--- config.mk ---
export PLATFORM = sky130hd
export DESIGN_NAME = control_sequencer
export DESIGN_NICKNAME = d
export VERILOG_FILES = /design/src/rtl/ctrl_pkg.sv /design/src/rtl/fetch_watchdog.sv /design/src/rtl/control_sequencer.sv
export SDC_FILE = /design/constraint.sdc
export NUM_CORES = 1
export LEC_CHECK = 0
export ABC_AREA = 1
export ABC_CLOCK_PERIOD_IN_PS = 3350
export CORE_AREA = 2 2 42 44
export CTS_CLUSTER_SIZE = 25
export DETAILED_ROUTE_END_ITERATION = 7
export DIE_AREA = 0 0 44 46
export DONT_BUFFER_PORTS = 1
export MAX_ROUTING_LAYER = met4
export PLACE_DENSITY = 0.59
export SLEW_MARGIN = 40
export SYNTH_ARGS = -nofsm -noshare
export SYNTH_HDL_FRONTEND = slang
export SYNTH_SLANG_ARGS = --single-unit
--- constraint.sdc ---
create_clock -name clk -period 3.35 [get_ports clk]
set_clock_uncertainty 0.15 [all_clocks]
set_input_delay 0.335 -clock clk [delete_from_list [all_inputs] [get_ports clk]]
set_output_delay 0.335 -clock clk [all_outputs]
set_load 0.05 [all_outputs]
--- src/rtl/ctrl_pkg.sv ---
// rtl/ctrl_pkg.sv - shared types and constants for the instruction sequencer.
package ctrl_pkg;

  localparam int OP_W    = 4;
  localparam int PC_W    = 6;
  localparam int COUNT_W = 7;

  localparam logic [OP_W-1:0] HALT_OP_DEF = 4'hF;
  localparam int              MEM_TIMEOUT = 15;

  typedef enum logic [2:0] {
    ST_IDLE      = 3'd0,
    ST_CLEAR     = 3'd1,
    ST_ADVANCE   = 3'd2,
    ST_FETCH     = 3'd3,
    ST_EXECUTE   = 3'd4,
    ST_WRITEBACK = 3'd5,
    ST_HALT      = 3'd6
  } state_e;

  function automatic logic is_running(input state_e s);
    return (s != ST_IDLE) && (s != ST_HALT);
  endfunction

endpackage

--- src/rtl/fetch_watchdog.sv ---
// rtl/fetch_watchdog.sv - counts FETCH cycles without mem_ready and flags a timeout.
module fetch_watchdog #(
  parameter int TIMEOUT = 15
) (
  input  logic clk,
  input  logic res,
  input  logic fetch_i,
  input  logic mem_ready_i,
  output logic timeout_o
);

  localparam int W = $clog2(TIMEOUT + 1);

  logic [W-1:0] wait_q, wait_d;

  // Fires on the stalled cycle that would bring the count to TIMEOUT.
  assign timeout_o = fetch_i && !mem_ready_i && (wait_q == W'(TIMEOUT - 1));

  always_comb begin
    wait_d = wait_q;
    if (!fetch_i) begin
      wait_d = '0;
    end else if (!mem_ready_i && !timeout_o) begin
      wait_d = wait_q + 1'b1;
    end
  end

  always_ff @(posedge clk or negedge res) begin
    if (!res) begin
      wait_q <= '0;
    end else begin
      wait_q <= wait_d;
    end
  end

endmodule

--- src/rtl/control_sequencer.sv ---
// rtl/control_sequencer.sv - clear/advance/fetch/execute/writeback sequencer for the PC datapath.
// Optional memory timeout watchdog enabled by CTRL_TIMEOUT_EN.
module control_sequencer
  import ctrl_pkg::*;
#(
  parameter logic [PC_W-1:0] LAST_ADDR = 6'd63,
  parameter logic [OP_W-1:0] HALT_OP   = HALT_OP_DEF
) (
  input  logic               clk,
  input  logic               res,
  input  logic               start,
  input  logic [PC_W-1:0]    pc,
  input  logic               mem_ready,
  input  logic [OP_W-1:0]    instr_op,
  output logic               pc_clr,
  output logic               pc_en,
  output logic               ir_load,
  output logic               exec_en,
  output logic               wb_en,
  output logic               busy,
  output logic               done,
  output logic               error,
  output logic [COUNT_W-1:0] instr_count
);

  state_e state_q, state_d;
  logic [COUNT_W-1:0] count_q, count_d;
  logic timeout;

`ifdef CTRL_TIMEOUT_EN
  logic error_q, error_d;

  fetch_watchdog #(
    .TIMEOUT(MEM_TIMEOUT)
  ) u_watchdog (
    .clk        (clk),
    .res        (res),
    .fetch_i    (state_q == ST_FETCH),
    .mem_ready_i(mem_ready),
    .timeout_o  (timeout)
  );

  always_comb begin
    error_d = error_q;
    if (state_d == ST_CLEAR) begin
      error_d = 1'b0;
    end else if (timeout) begin
      error_d = 1'b1;
    end
  end

  always_ff @(posedge clk or negedge res) begin
    if (!res) begin
      error_q <= 1'b0;
    end else begin
      error_q <= error_d;
    end
  end

  assign error = error_q;
`else
  assign timeout = 1'b0;
  assign error   = 1'b0;
`endif

  always_ff @(posedge clk or negedge res) begin
    if (!res) begin
      state_q <= ST_IDLE;
    end else begin
      state_q <= state_d;
    end
  end

  always_comb begin
    state_d = state_q;
    case (state_q)
      ST_IDLE, ST_HALT: begin
        if (start) state_d = ST_CLEAR;
      end
      ST_CLEAR:   state_d = ST_ADVANCE;
      ST_ADVANCE: state_d = ST_FETCH;
      ST_FETCH: begin
        if (mem_ready)    state_d = ST_EXECUTE;
        else if (timeout) state_d = ST_HALT;
      end
      ST_EXECUTE: begin
        state_d = (instr_op == HALT_OP) ? ST_HALT : ST_WRITEBACK;
      end
      ST_WRITEBACK: begin
        state_d = (pc == LAST_ADDR) ? ST_HALT : ST_ADVANCE;
      end
      default: state_d = ST_IDLE;
    endcase
  end

  always_comb begin
    pc_clr  = 1'b0;
    pc_en   = 1'b0;
    ir_load = 1'b0;
    exec_en = 1'b0;
    wb_en   = 1'b0;
    busy    = is_running(state_q);
    done    = 1'b0;
    case (state_q)
      ST_CLEAR:     pc_clr  = 1'b1;
      ST_ADVANCE:   pc_en   = 1'b1;
      ST_FETCH:     ir_load = mem_ready;
      ST_EXECUTE:   exec_en = 1'b1;
      ST_WRITEBACK: wb_en   = 1'b1;
      ST_HALT:      done    = 1'b1;
      default: ;
    endcase
  end

  // Zeroed on entry so the CLEAR cycle already reports an empty run.
  always_comb begin
    count_d = count_q;
    if (state_d == ST_CLEAR) begin
      count_d = '0;
    end else if ((state_q == ST_EXECUTE) && (count_q != {COUNT_W{1'b1}})) begin
      count_d = count_q + 1'b1;
    end
  end

  always_ff @(posedge clk or negedge res) begin
    if (!res) begin
      count_q <= '0;
    end else begin
      count_q <= count_d;
    end
  end

  assign instr_count = count_q;

endmodule

==> results.py <==
metrics = {
    "power_and_ir_drop": {
        "finalPower_uw": 607,
        "switching_share": 0.583,
        "power.share.clock": 0.129,
        "powerDensity_nw_per_um2": 839,
        "power_switching_uw": 353,
        "comb_power_share": 0.496,
        "seqPwrFrac": 0.375,
        "p_leak_nw": 0.399,
        "ir_drop_v": 0.000499,
        "p_int_uw": 253,
    },
    "floorplanning": {
        "die_area_um2": 2020,
        "row_count": 15,
        "die_x_um": 44,
        "initial_utilization": 0.409,
        "io_pins": 29,
        "coreArea_um2": 1610,
        "die_y_um": 46,
    },
    "routing": {
        "vias_per_cell": 5.29,
        "drtIter0Drc": 6,
        "routed-via-count": 608,
        "wl_um": 1390,
        "antenna_left": 0,
        "drt-pass1-iter-count": 4,
        "route.detailed.drc": 0,
        "routedWlPerCell_um": 12.1,
    },
    "clock_network": {
        "clock_path_buffers": 2,
        "clk_latency_ps": 260,
        "cts-root-buf": "clkbuf_4",
        "ctsResizeCount": 0,
        "clock-sinks": 10,
        "htreeDepth": 1,
        "clkSlewWorstSetupHoldPaths_ps": 60,
        "numCtsBuffers": 3,
        "cts_tree": "done",
        "cts_setup_buffers": 0,
    },
    "critical_path": {
        "cp-start-kind": "flip-flop",
        "crit_start": "state_q[0]",
        "endpoint_kind": "output pin",
        "worstSetupPathType": "reg2out",
        "cp.arrival_ps": 1440,
        "worst-path-max-fanout": 6,
        "r2r-start": "instr_count[0]",
        "worstPathRequired_ps": 2860,
    },
    "timing": {
        "timing.fmax_mhz": 519,
        "finalSetupViolCount": 0,
        "fin_crit_ps": 1930,
        "max_slew_margin": 0.573,
        "hold_ws_ps": 102,
        "fin_setup_tns_ps": 0,
        "hold_violations": 0,
        "slew_violations": 0,
        "tightest_slew_ps": 640,
        "finalCritPeriodShare": 0.575,
        "rsz0062_at_grt": "false",
    },
    "synth": {
        "syn_inst": 95,
        "synthTopCellsByCount": "nand2_1, nand3_1, dfrtp_1, nor2_1, inv_1",
        "async_reset_ff_frac": 1.00,
        "synth_edf_count": 0,
        "synth_nets": 110,
        "synth.distinct_cells": 21,
        "post-synth-top-count-cell": "nand2_1",
        "yosysWarnings": 0,
        "yosys.area.top_type_share": 0.379,
        "synth_flop_cell": "dfrtp_1",
        "ys_ff_latch": 10,
        "yosys-top-cells-area": "dfrtp_1, nand2_1, nand3_1",
        "synth_top_area_cell": "dfrtp_1",
        "syn-cell-area_um2": 661,
        "syn_avg_cell_area_um2": 6.95,
        "ys_seq_area_frac": 0.379,
    },
    "final_layout": {
        "antenna_cells": 0,
        "area_growth_syn_to_layout_pct": 9.47,
        "drive_gt1_frac": 0.204,
        "num-fill-cells": 182,
        "final_util": 0.448,
        "fin_area_um2": 723,
        "fin_nets": 115,
    },
    "job": {
        "maxCapViolCount": 0,
    },
    "global_route": {
        "grt_max_degree": 13,
        "grt_pass1_wl_um": 2370,
        "grtUsageTotal": 0.168,
        "gr-total-overflow": 0,
        "grt_pass1_vias": 548,
        "antenna_found_initial": 0,
    },
    "worst_hold_path": {
        "hp-start": "mem_ready",
        "hp-class": "in2reg",
    },
    "placed_design": {
        "dp_hpwl_um": 1080,
        "dpl_cell_area_um2": 682,
        "place_congestion": 0.736,
        "portBuffers": 0,
    },
    "run_status": {
        "outcome": "completed",
    },
}
-- metal layers --
layer / track usage / up-vias / share of wire
met5: - / - / 0
met4: 0.109 / 0 / 0.027
met3: 0.0595 / 5 / 0.074
met2: 0.250 / 22 / 0.47
met1: 0.191 / 270 / 0.42
li1: - / 311 / -
-- per-stage QoR --
stage	setup slack (ps)	std cells
4_1_cts	1300	115
6_report	1420	115
2_1_floorplan	1250	95
3_5_place_dp	1540	111
3_3_place_gp	1510	111
5_1_grt	1330	115
-- power groups by stage --
stage / clock network, mW / logic, mW / registers, mW
after floorplan: 0 / 0.256 / 0.218
after global placement: 0 / 0.286 / 0.226
after detailed placement: 0 / 0.291 / 0.227
after CTS: 0.0827 / 0.296 / 0.224
after global routing: 0.0901 / 0.328 / 0.232
final: 0.0784 / 0.301 / 0.227
-- final timing paths --
path,to,slack (ps),cells past startpoint
hold reg to reg,state_q[1],510,2
min in group asynchronous,instr_count[5],310,1
setup / recovery,ir_load,1420,4
setup reg to reg,instr_count[0],1530,5
max in group asynchronous,instr_count[1],2420,1
hold / removal,state_q[2],100,2
-- registers in the layout, indices dropped and copies added, names as in the netlist --
signal and cells:
state_q 3, instr_count 7
-- cells by family after synthesis --
logic type | after synthesis | share of synthesized area
AO/OA/AOI/OAI | 5 | 0.0473
XOR/XNOR | 1 | 0.0133
adder cells (fa/ha/maj) | 1 | 0.0189
buffers and inverters | 16 | 0.102
flip-flops | 10 | 0.379
other | 1 | 0.00568
AND/OR/NAND/NOR | 61 | 0.434
-- cell type report --
type                       count  area (um2)  area share
multi-input combinational     69         359       0.497
sequential                    10         250       0.346
clock buffer                   3        22.5      0.0311
inverter                      14        52.6      0.0727
timing repair buffer           2        17.5      0.0242
tap                           17        21.3      0.0294
-- timing repair --
| item | 4_1_cts | 5_1_grt |
|---|---|---|
| hold buffers | 1 | 0 |
| endpoints found under the hold margin | 10 | 0 |
| setup endpoints to repair | 0 | 0 |
-- placed cells by master, fill, tap and decap left out --
| master | n |
|---|---|
| inv_1 | 8 |
| nor2_1 | 7 |
| o21ai_2 | 1 |
| nor3_4 | 1 |
| nand3_2 | 2 |
| ha_1 | 1 |
| nor2_2 | 3 |
| nor3_1 | 2 |
| xor2_1 | 1 |
| nand2_1 | 25 |
| dfrtp_1 | 10 |
| o21ai_1 | 1 |
| buf_4 | 1 |
| nand4_2 | 1 |
| o21bai_1 | 1 |
| or2_2 | 1 |
| conb_1 | 1 |
| nand3_1 | 16 |
| inv_2 | 6 |
| nand2_2 | 1 |
| a21oi_1 | 2 |
| dlygate4sd3_1 | 1 |
| clkbuf_4 | 3 |
| nand4_1 | 2 |
-- worst max-delay path, stage by stage, from the launching register on --
cell	delay (ps)
dfrtp_1	470
inv_2	120
nor3_1	180
nand2_1	90
inv_1	330
Power figures use the tool's default switching activity.
